**src/rtl/muldiv_unit.sv**
```systemverilog
// muldiv_unit: iterative multiply/divide engine beside the EX stage.
// Executes MULT/MULTU/DIV/DIVU in a fixed 34-cycle latency (start at T,
// done at T+34) using a 32-step shift-add multiplier and a restoring divider.
//
// Ports:
//   clk          clock, all state updates on the rising edge
//   rst          synchronous active-high reset
//   start        launch request, accepted only in IDLE or DONE
//   op           00 MULT, 01 MULTU, 10 DIV, 11 DIVU
//   opA, opB     rs / rt operands
//   cancel       flush; aborts any in-flight operation, wins over start
//   busy         combinational stall request to the hazard unit
//   done         one-cycle pulse, hi/lo valid
//   hi, lo       product upper/lower word, or remainder/quotient
//   div_by_zero  set with done when a divide had opB == 0
module muldiv_unit #(
  parameter int unsigned WIDTH = 32,
  parameter int unsigned CNT_W = 5
) (
  input  logic             clk,
  input  logic             rst,
  input  logic             start,
  input  logic [1:0]       op,
  input  logic [WIDTH-1:0] opA,
  input  logic [WIDTH-1:0] opB,
  input  logic             cancel,
  output logic             busy,
  output logic             done,
  output logic [WIDTH-1:0] hi,
  output logic [WIDTH-1:0] lo,
  output logic             div_by_zero
);

  localparam int unsigned DW = 2 * WIDTH;
  localparam logic [CNT_W-1:0] LAST_CNT = CNT_W'(WIDTH - 1);

  typedef enum logic [1:0] {
    S_IDLE = 2'd0,
    S_CALC = 2'd1,
    S_FIX  = 2'd2,
    S_DONE = 2'd3
  } state_t;

  state_t state, state_nxt;

  logic             accept;
  logic [CNT_W-1:0] cnt;
  logic             is_div_q;
  logic             sign_q;
  logic             sign_r;
  logic             b_zero_q;
  logic [WIDTH-1:0] opa_raw_q;
  logic [WIDTH-1:0] a_q;      // multiplicand (mult) or divisor (div)
  logic [WIDTH-1:0] acc_hi;   // upper product half (mult) or remainder (div)
  logic [WIDTH-1:0] acc_lo;   // multiplier/product low (mult) or dividend/quotient (div)

  // ---------------- FSM: state register ----------------
  always_ff @(posedge clk) begin
    if (rst) state <= S_IDLE;
    else     state <= state_nxt;
  end

  // ---------------- FSM: next-state logic ----------------
  always_comb begin
    state_nxt = state;
    if (cancel) begin
      state_nxt = S_IDLE;
    end else begin
      unique case (state)
        S_IDLE:  if (start) state_nxt = S_CALC;
        S_CALC:  if (cnt == LAST_CNT) state_nxt = S_FIX;
        S_FIX:   state_nxt = S_DONE;
        S_DONE:  state_nxt = start ? S_CALC : S_IDLE;
        default: state_nxt = S_IDLE;
      endcase
    end
  end

  // ---------------- FSM: outputs ----------------
  // busy includes the issue cycle so EX stalls immediately; low in DONE.
  always_comb begin
    accept = start & ~cancel & ((state == S_IDLE) | (state == S_DONE));
    busy   = (state == S_CALC) | (state == S_FIX) | accept;
  end

  // ---------------- Operand conditioning at accept ----------------
  logic             op_signed;
  logic             a_neg, b_neg;
  logic [WIDTH-1:0] a_mag, b_mag;

  always_comb begin
    op_signed = ~op[0];
    a_neg     = op_signed & opA[WIDTH-1];
    b_neg     = op_signed & opB[WIDTH-1];
    a_mag     = a_neg ? (WIDTH'(0) - opA) : opA;
    b_mag     = b_neg ? (WIDTH'(0) - opB) : opB;
  end

  // ---------------- One iteration step ----------------
  logic [WIDTH-1:0] mul_addend;
  logic [WIDTH:0]   mul_sum;
  logic [WIDTH:0]   div_shift;
  logic [WIDTH:0]   div_diff;
  logic             div_ge;

  always_comb begin
    mul_addend = acc_lo[0] ? a_q : '0;
    mul_sum    = {1'b0, acc_hi} + {1'b0, mul_addend};
    // Remainder shifted left with the next dividend bit; fits WIDTH+1 bits.
    div_shift  = {acc_hi, acc_lo[WIDTH-1]};
    div_diff   = div_shift - {1'b0, a_q};
    div_ge     = (div_shift >= {1'b0, a_q});
  end

  // ---------------- Sign correction / div-by-zero override ----------------
  logic [DW-1:0]    prod;
  logic [DW-1:0]    prod_fix;
  logic [WIDTH-1:0] fix_hi, fix_lo;
  logic             fix_dbz;

  always_comb begin
    prod     = {acc_hi, acc_lo};
    prod_fix = sign_q ? (DW'(0) - prod) : prod;
    fix_dbz  = 1'b0;
    if (!is_div_q) begin
      fix_hi = prod_fix[DW-1:WIDTH];
      fix_lo = prod_fix[WIDTH-1:0];
    end else if (b_zero_q) begin
      fix_hi  = opa_raw_q;
      fix_lo  = '1;
      fix_dbz = 1'b1;
    end else begin
      fix_hi = sign_r ? (WIDTH'(0) - acc_hi) : acc_hi;
      fix_lo = sign_q ? (WIDTH'(0) - acc_lo) : acc_lo;
    end
  end

  // ---------------- Datapath and registered outputs ----------------
  always_ff @(posedge clk) begin
    if (rst) begin
      cnt         <= '0;
      is_div_q    <= 1'b0;
      sign_q      <= 1'b0;
      sign_r      <= 1'b0;
      b_zero_q    <= 1'b0;
      opa_raw_q   <= '0;
      a_q         <= '0;
      acc_hi      <= '0;
      acc_lo      <= '0;
      done        <= 1'b0;
      hi          <= '0;
      lo          <= '0;
      div_by_zero <= 1'b0;
    end else begin
      done <= 1'b0;
      if (accept) begin
        cnt       <= '0;
        is_div_q  <= op[1];
        sign_q    <= a_neg ^ b_neg;
        sign_r    <= a_neg;
        b_zero_q  <= (opB == '0);
        opa_raw_q <= opA;
        a_q       <= op[1] ? b_mag : a_mag;
        acc_lo    <= op[1] ? a_mag : b_mag;
        acc_hi    <= '0;
      end else if (state == S_CALC) begin
        cnt <= cnt + CNT_W'(1);
        if (!is_div_q) begin
          // Carry of the add becomes the new top bit after the right shift.
          acc_hi <= mul_sum[WIDTH:1];
          acc_lo <= {mul_sum[0], acc_lo[WIDTH-1:1]};
        end else begin
          acc_hi <= div_ge ? div_diff[WIDTH-1:0] : div_shift[WIDTH-1:0];
          acc_lo <= {acc_lo[WIDTH-2:0], div_ge};
        end
      end else if ((state == S_FIX) && !cancel) begin
        hi          <= fix_hi;
        lo          <= fix_lo;
        div_by_zero <= fix_dbz;
        done        <= 1'b1;
      end
    end
  end

endmodule

```
**config.mk**
```make
export PLATFORM = sky130hd
export DESIGN_NAME = muldiv_unit
export DESIGN_NICKNAME = d
export VERILOG_FILES = /design/src/rtl/muldiv_unit.sv
export SDC_FILE = /design/constraint.sdc
export NUM_CORES = 1
export LEC_CHECK = 0
export CORE_ASPECT_RATIO = 1.25
export CORE_MARGIN = 10
export CORE_UTILIZATION = 45
export CTS_BUF_LIST = sky130_fd_sc_hd__clkbuf_8 sky130_fd_sc_hd__clkbuf_16
export CTS_CLUSTER_DIAMETER = 150
export DETAILED_ROUTE_END_ITERATION = 8
export PLACE_DENSITY = 0.67
export SYNTH_ARGS = -nofsm -noshare
export SYNTH_HDL_FRONTEND = slang
export SYNTH_SLANG_ARGS = --single-unit
```
**constraint.sdc**
```tcl
create_clock -name clk -period 6.3 [get_ports clk]
set_clock_uncertainty 0.05 [all_clocks]
set_input_delay 1.26 -clock clk [delete_from_list [all_inputs] [get_ports clk]]
set_output_delay 1.26 -clock clk [all_outputs]
set_load 0.05 [all_outputs]
```
# [Yosys cells after proc, flatten, opt, wreduce, memory -nomap -nowiden]
# Index checks and enable logic that the tools add are counted.
[op_classes] add_sub_neg=8 order_cmp=1 n_eq_ne=6 n_mux=24 bitwise_logic=12 n_reduce_logical=10
[ops] operator="$mux W32" n=16
[ops] operator="$sub A1 B32 Y32 const A" n=4
[ops] operator="$mux W64" n=1
[ops] operator="$sub A1 B64 Y64 const A" n=1
[ops] operator="$add A32 B32 Y33" n=1
[ops] operator="$ge A33 B32 Y1" n=1
[ops] operator="$logic_not A32 Y1" n=1
[ops] operator="$sub A32 B32 Y32" n=1
[ops] operator="$pmux W2 S4" n=1
[ops] operator="$add A5 B1 Y5 const B" n=1
[ops] operator="$eq A5 B5 Y1 const B" n=1
[ops] operator="$and A1 B1 Y1" n=4
[ops] operator="$eq A2 B2 Y1 const B" n=2
[ops] operator="$mux W1" n=4
[ops] operator="$mux W2" n=2
[ops] operator="$ne A2 B2 Y1 const B" n=2
[ops] operator="$not A1 Y1" n=4
[ops] operator="$reduce_or A2 Y1" n=2
[ops] operator="$or A1 B1 Y1" n=3
[ops] operator="$reduce_and A3 Y1" n=1
[ops] operator="$reduce_or A3 Y1" n=1
[ops] operator="$eq A2 B1 Y1 const B" n=1
[ops] operator="$logic_not A2 Y1" n=1
[ops] operator="$reduce_and A2 Y1" n=1
[ops] operator="other kinds (4)" n=4
[word_totals] register_bits=205 in_bits=70 output_inout_bits=67 elab_cells=75

# [Longest topological paths before layout]
# Gate-level depths: netlist (run 1).
[logic_depth] ltp_word=5 depth_mapped=15 depth_no_buf=13

# [Least setup slack after synthesis (run 1)]
# No wires, ideal clock.
[synth_path] kind="in2reg" from="input port opA[6]" to="register acc_lo[28]" t_arrival_ns=3.733 slack_ns=2.386 cell_stages=10 path_buffers=0 cell_sequence="or4_1 or4_1 nor3b_2 nand2_1 or4_1 o31ai_1 xor2_1 nand2_1 o211ai_1 o21ai_0"
[synth_between] elab_chain_len=4
[synth_rtl] item="start: declaration" line="24" text="input logic [WIDTH-1:0] opA,"
[synth_rtl] item="$sub A1 B32 Y32" line="95" text="a_mag = a_neg ? (WIDTH'(0) - opA) : opA;"
[synth_rtl] item="$mux W32" line="95"
[synth_rtl] item="$mux W32" line="164" text="acc_lo <= op[1] ? a_mag : b_mag;"
[synth_rtl] item="$mux W32" line="156" text="if (accept) begin"
[synth_rtl] item="end signal: assignment" line="164"
[synth_rtl] item="end signal: assignment" line="171" text="acc_lo <= {mul_sum[0], acc_lo[WIDTH-1:1]};"
[synth_rtl] item="end signal: assignment" line="174" text="acc_lo <= {acc_lo[WIDTH-2:0], div_ge};"
[synth_rtl] item="end: declaration" line="55" text="logic [WIDTH-1:0] acc_lo;"
# No other way between the ends.
# A chain may end at the register's enable or synchronous reset.

# [Worst setup path in the final report (run 1)]
[layout_path] from="register acc_lo[0]" to="register acc_hi[29]"
[layout_between] elab_chain_len=3
[layout_rtl] item="$mux W32" line="107" text="mul_addend = acc_lo[0] ? a_q : '0;"
[layout_rtl] item="$add A32 B32 Y33" line="108" text="mul_sum = {1'b0, acc_hi} + {1'b0, mul_addend};"
[layout_rtl] item="$mux W32" line="168" text="if (!is_div_q) begin"
[layout_rtl] item="end signal: assignment" line="170" text="acc_hi <= mul_sum[WIDTH:1];"
[layout_rtl] item="end signal: assignment" line="173" text="acc_hi <= div_ge ? div_diff[WIDTH-1:0] : div_shift[WIDTH-1:0];"
[layout_rtl] item="end: declaration" line="54" text="logic [WIDTH-1:0] acc_hi;"
# No other way between the ends.

==> results of run 1 <==
## state kept, by name, summed over array words and instances (netlist names)
signal	cells
acc_hi	32
sign_q	1
state	2
div_by_zero	1
lo	32
b_zero_q	1
done	1
is_div_q	1
cnt	5
opa_raw_q	32
acc_lo	32
sign_r	1
a_q	32
hi	32
## power groups by stage
stage	clock network [mW]	logic [mW]	registers, mW
global placement	0	1.16	1.47
floorplan	0	0.865	1.42
finish	1.38	1.18	1.45
CTS	1.40	1.17	1.45
global route	1.44	1.30	1.46
detailed placement	0	1.17	1.48
## cells by family after synthesis
| logic type | Yosys count | share of synthesized area |
|---|---|---|
| AOI/OAI and AO/OA | 693 | 0.271 |
| xor gates and xnor gates | 202 | 0.109 |
| adders and majority gates | 77 | 0.0602 |
| buffers and inverters | 240 | 0.0573 |
| DFF | 205 | 0.252 |
| muxes | 71 | 0.0441 |
| and+or+nand+nor | 743 | 0.206 |
## final cells by class
class / instances / area [um^2] / area share
clock buffers: 26 / 617 / 0.0334
clock inverters: 16 / 151 / 0.00819
inverters: 62 / 233 / 0.0126
multi-input cells: 1786 / 11200 / 0.608
flip-flops and latches: 205 / 4110 / 0.222
well taps: 474 / 593 / 0.0321
repair buffers: 162 / 1550 / 0.0838
## per-layer routing
layer / share of wire / vias up / global-route usage
met5: 0 / - / 0
li1: - / 7966 / -
met2: 0.48 / 592 / 0.440
met1: 0.41 / 7836 / 0.315
met3: 0.067 / 115 / 0.0341
met4: 0.039 / 0 / 0.101
## how the worst max path moves through the flow
stage / startpoint / end
2_1_floorplan: opA[6] / acc_lo[28]
3_3_place_gp: opA[6] / a_q[30]
3_5_place_dp: opA[6] / acc_lo[30]
4_1_cts: acc_lo[0] / acc_hi[29]
5_1_grt: acc_hi[3] / acc_hi[23]
6_report: acc_lo[0] / acc_hi[29]
## cells in the final DEF (no fill, tap or decap), drive strengths merged, types with 38 or more instances in the layout
cell type | Yosys | final
ha | 75 | 75
nor2 | 231 | 231
dfxtp | 205 | 205
nor3 | 38 | 38
nand2 | 293 | 293
xor2 | 96 | 96
inv | 60 | 64
o21ai | 125 | 125
a21oi | 233 | 233
o211ai | 92 | 92
a211oi | 65 | 65
clkdlybuf4s50 | 0 | 134
xnor2 | 106 | 106
mux2i | 66 | 66
## through the flow
stage	instance area, um^2	hold slack (ns)	utilization	std cells
after floorplan	16300	0.382	-	2231
after global placement	17700	0.391	0.499	2689
after CTS	18500	0.407	0.520	2731
final	18500	0.405	0.520	2731
after global routing	18500	0.420	0.520	2731
after detailed placement	17700	0.397	0.499	2689
## critical path, delay by kind of cell, from the launching register on
| family | cells | cell delay, ns |
|---|---|---|
| xor+xnor | 1 | 0.19 |
| flops | 1 | 0.36 |
| buf+inv | 2 | 0.66 |
| compound gates | 8 | 2.14 |
| simple gates | 2 | 0.40 |
| fa+ha+maj | 1 | 0.34 |
==> impl_metrics.xml, run 1 <==
<?xml version="1.0" encoding="UTF-8"?>
<metrics>
  <group name="run_status">
    <metric name="run_status" unit="">finished, final reports clean</metric>
  </group>
  <group name="synthesis">
    <metric name="yosys.cell_count.top_type" unit="">nand2_1</metric>
    <metric name="yosys.area.top_type_share" unit="">0.252</metric>
    <metric name="ys_seq_area_frac" unit="">0.252</metric>
    <metric name="syn-num-nets" unit="">2378</metric>
    <metric name="syn-cell-area" unit="um^2">16300</metric>
    <metric name="post_synthesis_async_set_or_reset_flop_share" unit="">0</metric>
    <metric name="synth_area_leaders" unit="">dfxtp_1 (25%), a21oi_1 (7.2%), nand2_1 (6.8%)</metric>
    <metric name="netlist_instances" unit="">2231</metric>
    <metric name="synth.top_cells.by_count" unit="">nand2_1 (293), a21oi_1 (233), nor2_1 (230)</metric>
    <metric name="edff_count_synth" unit="">0</metric>
    <metric name="leading_register_cell_type_out_of_synthesis" unit="">dfxtp_1</metric>
    <metric name="synthesis.yosys.warnings" unit="">0</metric>
    <metric name="yosys_cell_types" unit="">82</metric>
    <metric name="synthesis.area_per_instance" unit="um^2">7.29</metric>
    <metric name="synth.ff_latch_count" unit="">205</metric>
    <metric name="yosysTopAreaCell" unit="">dfxtp_1</metric>
  </group>
  <group name="power_and_ir_drop">
    <metric name="switching_share" unit="">0.354</metric>
    <metric name="largest_voltage_drop_on_the_vdd_net" unit="uV">195</metric>
    <metric name="p_switching" unit="mW">1.42</metric>
    <metric name="combinational_share_of_power" unit="">0.295</metric>
    <metric name="powerDensity" unit="nW/um^2">217</metric>
    <metric name="p_seq_frac" unit="">0.361</metric>
    <metric name="post-layout-total-power" unit="mW">4.02</metric>
    <metric name="internal_power" unit="mW">2.60</metric>
    <metric name="power.clock.fraction" unit="">0.344</metric>
    <metric name="total_leakage_power" unit="nW">6.89</metric>
  </group>
  <group name="sta">
    <metric name="maxSlewHeadroom" unit="">0.154</metric>
    <metric name="slew_viol_final" unit="">0</metric>
    <metric name="report.final.hold_viol_count" unit="">0</metric>
    <metric name="setup_total_negative_slack" unit="ns">0</metric>
    <metric name="fmaxAchievable" unit="GHz">0.233</metric>
    <metric name="final.setup.worst_slack" unit="ns">2.00</metric>
    <metric name="layout_worst_path_cycle_share" unit="">0.683</metric>
    <metric name="finalCriticalPeriod" unit="ns">4.30</metric>
    <metric name="timing_worst_slew_pin_value" unit="ns">1.27</metric>
    <metric name="rsz0062_at_grt" unit="">false</metric>
    <metric name="setup_viol" unit="">0</metric>
  </group>
  <group name="critical_path">
    <metric name="timing.reg2reg.worst_path_depth" unit="">14</metric>
    <metric name="rr_endpoint" unit="">acc_hi[29]</metric>
    <metric name="timing.critical_path.to_type" unit="">register</metric>
    <metric name="critical_path.cell_chain" unit="">inv_1 -&gt; buf_4 -&gt; nor2_1 -&gt; ha_1 -&gt; a21o_1 -&gt; a221o_1 -&gt; a21o_1 -&gt; nor2_1 -&gt; o21ai_0 -&gt; a221oi_1 -&gt; a21oi_1 -&gt; a21boi_0 -&gt; xor2_1 -&gt; a21boi_0</metric>
    <metric name="max_stage_delay" unit="ns">0.46</metric>
    <metric name="critical_path.slowest_cell" unit="">a221oi_1</metric>
    <metric name="ff2ff_setup_slack" unit="ns">2.00</metric>
    <metric name="cp_max_fo" unit="">25</metric>
    <metric name="critical_path_arrival" unit="ns">4.65</metric>
    <metric name="timing_worst_setup_path_type" unit="">reg -&gt; reg</metric>
    <metric name="r2r-start" unit="">acc_lo[0]</metric>
    <metric name="worst_ep_required_time" unit="ns">6.65</metric>
    <metric name="start_kind" unit="">register</metric>
  </group>
  <group name="worst_hold_path">
    <metric name="worst_hold_endpoint" unit="">a_q[7]</metric>
    <metric name="worst_hold_path.num_cells" unit="">2</metric>
    <metric name="timing.hold.worst.class" unit="">reg -&gt; reg</metric>
    <metric name="min_from" unit="">a_q[7]</metric>
  </group>
  <group name="finish">
    <metric name="layout.nets" unit="">2387</metric>
    <metric name="final_layout_size_suffix_gt1_frac" unit="">0.0514</metric>
    <metric name="area_growth_from_synthesis_to_final_layout" unit="%">13.8</metric>
    <metric name="total_inserted_antenna_cells" unit="">0</metric>
    <metric name="final.fill_count" unit="">3517</metric>
  </group>
  <group name="detailed_routing">
    <metric name="ant_nets" unit="">0</metric>
    <metric name="first_pass_detailed_route_iteration_total" unit="">5</metric>
    <metric name="post_drt_wl_per_cell" unit="um">21.5</metric>
    <metric name="vias" unit="">16500</metric>
    <metric name="drcViolationCount" unit="">0</metric>
    <metric name="detail_route.vias_per_cell" unit="">6.05</metric>
    <metric name="detail_route.wirelength" unit="um">58600</metric>
    <metric name="detail_route.iter0.violations" unit="">1313</metric>
  </group>
  <group name="placed_design">
    <metric name="port_buffers" unit="">136</metric>
    <metric name="pre_cts_ws" unit="ns">1.57</metric>
    <metric name="hpwl" unit="um">44900</metric>
    <metric name="gp_congestion" unit="">0.962</metric>
  </group>
  <group name="global_route">
    <metric name="first_global_vias" unit="">15800</metric>
    <metric name="globalRoute.totalOverflow" unit="">0</metric>
    <metric name="wire_length_of_the_first_global_routing_pass" unit="um">90900</metric>
    <metric name="antenna_violations_before_repair" unit="">0</metric>
    <metric name="groute.usage.overall" unit="">0.256</metric>
    <metric name="grt_max_degree" unit="">85</metric>
  </group>
  <group name="die">
    <metric name="initial_core_util" unit="">0.457</metric>
    <metric name="core_area" unit="um^2">35600</metric>
    <metric name="rows" unit="">77</metric>
    <metric name="fp.dieH" unit="um">232</metric>
    <metric name="fp.dieArea" unit="um^2">44200</metric>
    <metric name="ios" unit="">137</metric>
    <metric name="die_x" unit="um">190</metric>
  </group>
  <group name="cts">
    <metric name="worst_skew_pair.late_latency" unit="ns">0.55</metric>
    <metric name="post-cts-setup-buffer-count" unit="">0</metric>
    <metric name="tritoncts.num_buffers" unit="">23</metric>
    <metric name="cts.root.buffer_cell" unit="">clkbuf_16</metric>
    <metric name="clkTransAtPathRegs" unit="ns">0.06</metric>
    <metric name="cts_tree" unit="">done</metric>
    <metric name="post_cts_hold_buffer_count" unit="">0</metric>
    <metric name="post_cts_resized" unit="">0</metric>
    <metric name="clockBufferDepth" unit="">3</metric>
    <metric name="cts.htree.levels" unit="">1</metric>
    <metric name="cts_sinks" unit="">205</metric>
  </group>
  <group name="job">
    <metric name="cap_violations" unit="">0</metric>
  </group>
</metrics>
(Power assumes the default switching activity.)
==> run 2: changes to the inputs <==
--- a/config.mk
+++ b/config.mk
@@ -11,7 +11,7 @@
 export CTS_BUF_LIST = sky130_fd_sc_hd__clkbuf_8 sky130_fd_sc_hd__clkbuf_16
 export CTS_CLUSTER_DIAMETER = 150
 export DETAILED_ROUTE_END_ITERATION = 8
-export PLACE_DENSITY = 0.67
+export PLACE_DENSITY = 0.69
 export SYNTH_ARGS = -nofsm -noshare
 export SYNTH_HDL_FRONTEND = slang
 export SYNTH_SLANG_ARGS = --single-unit
==> constraint.sdc (replaced) <==
create_clock -name clk -period 3.9 [get_ports clk]
set_clock_uncertainty 0.05 [all_clocks]
set_input_delay 0.78 -clock clk [delete_from_list [all_inputs] [get_ports clk]]
set_output_delay 0.78 -clock clk [all_outputs]
set_load 0.05 [all_outputs]
==> impl_metrics.xml, run 2 (synthesized netlist as in run 1, its figures left out) <==
<?xml version="1.0" encoding="UTF-8"?>
<metrics>
  <group name="run_status">
    <metric name="run_status" unit="">finished, final reports clean</metric>
  </group>
  <group name="die">
    <metric name="ios" unit="">137</metric>
    <metric name="core_area" unit="um^2">35600</metric>
    <metric name="rows" unit="">77</metric>
    <metric name="fp.dieArea" unit="um^2">44200</metric>
    <metric name="initial_core_util" unit="">0.457</metric>
    <metric name="die_x" unit="um">190</metric>
    <metric name="fp.dieH" unit="um">232</metric>
  </group>
  <group name="power_and_ir_drop">
    <metric name="powerDensity" unit="nW/um^2">354</metric>
    <metric name="largest_voltage_drop_on_the_vdd_net" unit="uV">322</metric>
    <metric name="total_leakage_power" unit="nW">7.33</metric>
    <metric name="post-layout-total-power" unit="mW">6.80</metric>
  </group>
  <group name="sta">
    <metric name="slew_viol_final" unit="">0</metric>
    <metric name="final.setup.worst_slack" unit="ns">0.140</metric>
    <metric name="report.final.hold_viol_count" unit="">0</metric>
    <metric name="fmaxAchievable" unit="GHz">0.266</metric>
    <metric name="rsz0062_at_grt" unit="">false</metric>
    <metric name="maxSlewHeadroom" unit="">0.333</metric>
    <metric name="finalCriticalPeriod" unit="ns">3.76</metric>
    <metric name="timing_worst_slew_pin_value" unit="ns">1.00</metric>
    <metric name="setup_total_negative_slack" unit="ns">0</metric>
    <metric name="fin_worst_hold_slack" unit="ns">0.404</metric>
    <metric name="layout_worst_path_cycle_share" unit="">0.964</metric>
    <metric name="setup_viol" unit="">0</metric>
  </group>
  <group name="detailed_routing">
    <metric name="detail_route.iter0.violations" unit="">1764</metric>
    <metric name="detail_route.vias_per_cell" unit="">6.06</metric>
    <metric name="post_drt_wl_per_cell" unit="um">21.2</metric>
    <metric name="ant_nets" unit="">0</metric>
    <metric name="drcViolationCount" unit="">0</metric>
    <metric name="first_pass_detailed_route_iteration_total" unit="">6</metric>
    <metric name="detail_route.wirelength" unit="um">59500</metric>
    <metric name="vias" unit="">17000</metric>
  </group>
  <group name="cts">
    <metric name="tritoncts.num_buffers" unit="">24</metric>
    <metric name="clockBufferDepth" unit="">3</metric>
    <metric name="clkTransAtPathRegs" unit="ns">0.07</metric>
    <metric name="cts_sinks" unit="">205</metric>
    <metric name="cts.htree.levels" unit="">1</metric>
    <metric name="post_cts_hold_buffer_count" unit="">0</metric>
    <metric name="cts_tree" unit="">done</metric>
    <metric name="cts.root.buffer_cell" unit="">clkbuf_16</metric>
    <metric name="worst_skew_pair.late_latency" unit="ns">0.55</metric>
  </group>
  <group name="global_route">
    <metric name="grt_max_degree" unit="">81</metric>
    <metric name="groute.usage.overall" unit="">0.259</metric>
    <metric name="first_global_vias" unit="">16200</metric>
    <metric name="wire_length_of_the_first_global_routing_pass" unit="um">91800</metric>
    <metric name="globalRoute.totalOverflow" unit="">0</metric>
    <metric name="antenna_violations_before_repair" unit="">0</metric>
  </group>
  <group name="critical_path">
    <metric name="timing.critical_path.to_type" unit="">register</metric>
    <metric name="worst_ep_required_time" unit="ns">4.28</metric>
    <metric name="critPathLaunch" unit="">acc_lo[0]</metric>
    <metric name="r2r-start" unit="">acc_lo[0]</metric>
    <metric name="start_kind" unit="">register</metric>
    <metric name="critical_path_arrival" unit="ns">4.14</metric>
    <metric name="timing_worst_setup_path_type" unit="">reg -&gt; reg</metric>
    <metric name="ff2ff_setup_slack" unit="ns">0.14</metric>
    <metric name="cp_max_fo" unit="">21</metric>
  </group>
  <group name="finish">
    <metric name="total_inserted_antenna_cells" unit="">0</metric>
    <metric name="final.fill_count" unit="">3424</metric>
    <metric name="final_common_cell" unit="">nand2_1</metric>
    <metric name="layout.nets" unit="">2466</metric>
    <metric name="final_instance_area" unit="um^2">19200</metric>
    <metric name="final_layout_size_suffix_gt1_frac" unit="">0.0843</metric>
    <metric name="area_growth_from_synthesis_to_final_layout" unit="%">18.0</metric>
    <metric name="final_cell_mix" unit="">nand2_1 (293), a21oi_1 (231), nor2_1 (229)</metric>
  </group>
  <group name="worst_hold_path">
    <metric name="timing.hold.worst.class" unit="">reg -&gt; reg</metric>
    <metric name="min_from" unit="">hi[15]</metric>
  </group>
  <group name="placed_design">
    <metric name="hpwl" unit="um">46000</metric>
    <metric name="gp_congestion" unit="">0.998</metric>
    <metric name="port_buffers" unit="">136</metric>
    <metric name="pre_cts_ws" unit="ns">-0.122</metric>
    <metric name="placedInstanceArea" unit="um^2">18300</metric>
  </group>
  <group name="job">
    <metric name="cap_violations" unit="">0</metric>
  </group>
</metrics>
## run 2: cell count changes in the layout (fill, tap and decap cells not counted), sizes merged
cell,before,now
buf,28,106
bufinv,2,4
clkbuf,26,28
clkinv,10,8
clkinvlp,2,3
inv,64,63
## run 2: worst paths after layout
kind	end	cells after the start
hold / removal	hi[15]	2
setup reg to reg	acc_hi[28]	14
hold reg to reg	hi[15]	2
setup / recovery	acc_hi[28]	14
## run 2: stage by stage
stage / util / cells
finish: 0.540 / 2811
global placement: 0.515 / 2767
global route: 0.540 / 2811
floorplan: - / 2231
CTS: 0.539 / 2811
detailed placement: 0.515 / 2767
## run 2: area by class of cell
cell class                      count  area, um^2  share of cell area
Sequential cell                   205        4110               0.214
Inverter                           62         236              0.0123
Timing Repair Buffer              240        2150               0.112
Clock buffer                       28         667              0.0348
Clock inverter                     16         184             0.00958
Multi-Input combinational cell   1786       11300               0.586
Tap cell                          474         593              0.0309
## run 2: critical path: stages, from the launching register on
cell and delay, ns:
dfxtp_1 0.39, clkinvlp_4 0.24, buf_4 0.28, nor2_1 0.14
ha_1 0.26, a21o_1 0.20, a21o_1 0.18, a21oi_1 0.22
o221ai_1 0.17, o21bai_1 0.30, o21ai_0 0.20, a221oi_1 0.40
mux2_2 0.38, a21oi_1 0.14, nor3_1 0.07
## run 2: per-layer routing
metal / up-vias / wire, um / global-route usage
li1: 8133 / - / -
met1: 8045 / 24100 / 0.321
met2: 693 / 27600 / 0.424
met3: 154 / 4130 / 0.0329
met4: 0 / 3590 / 0.150
met5: - / 0 / 0
## run 2: power breakdown
part	switching (mW)	total [mW]	leakage, nW	internal (mW)
clock	0.973	2.46	0.431	1.48
combinational	1.23	2.03	5.23	0.802
sequential	0.128	2.31	1.67	2.18
## run 2: what timing repair did
action | in CTS | in global routing
buffers inserted | 0 | 0
setup endpoints to repair | 0 | 5
resized for setup | 0 | 4
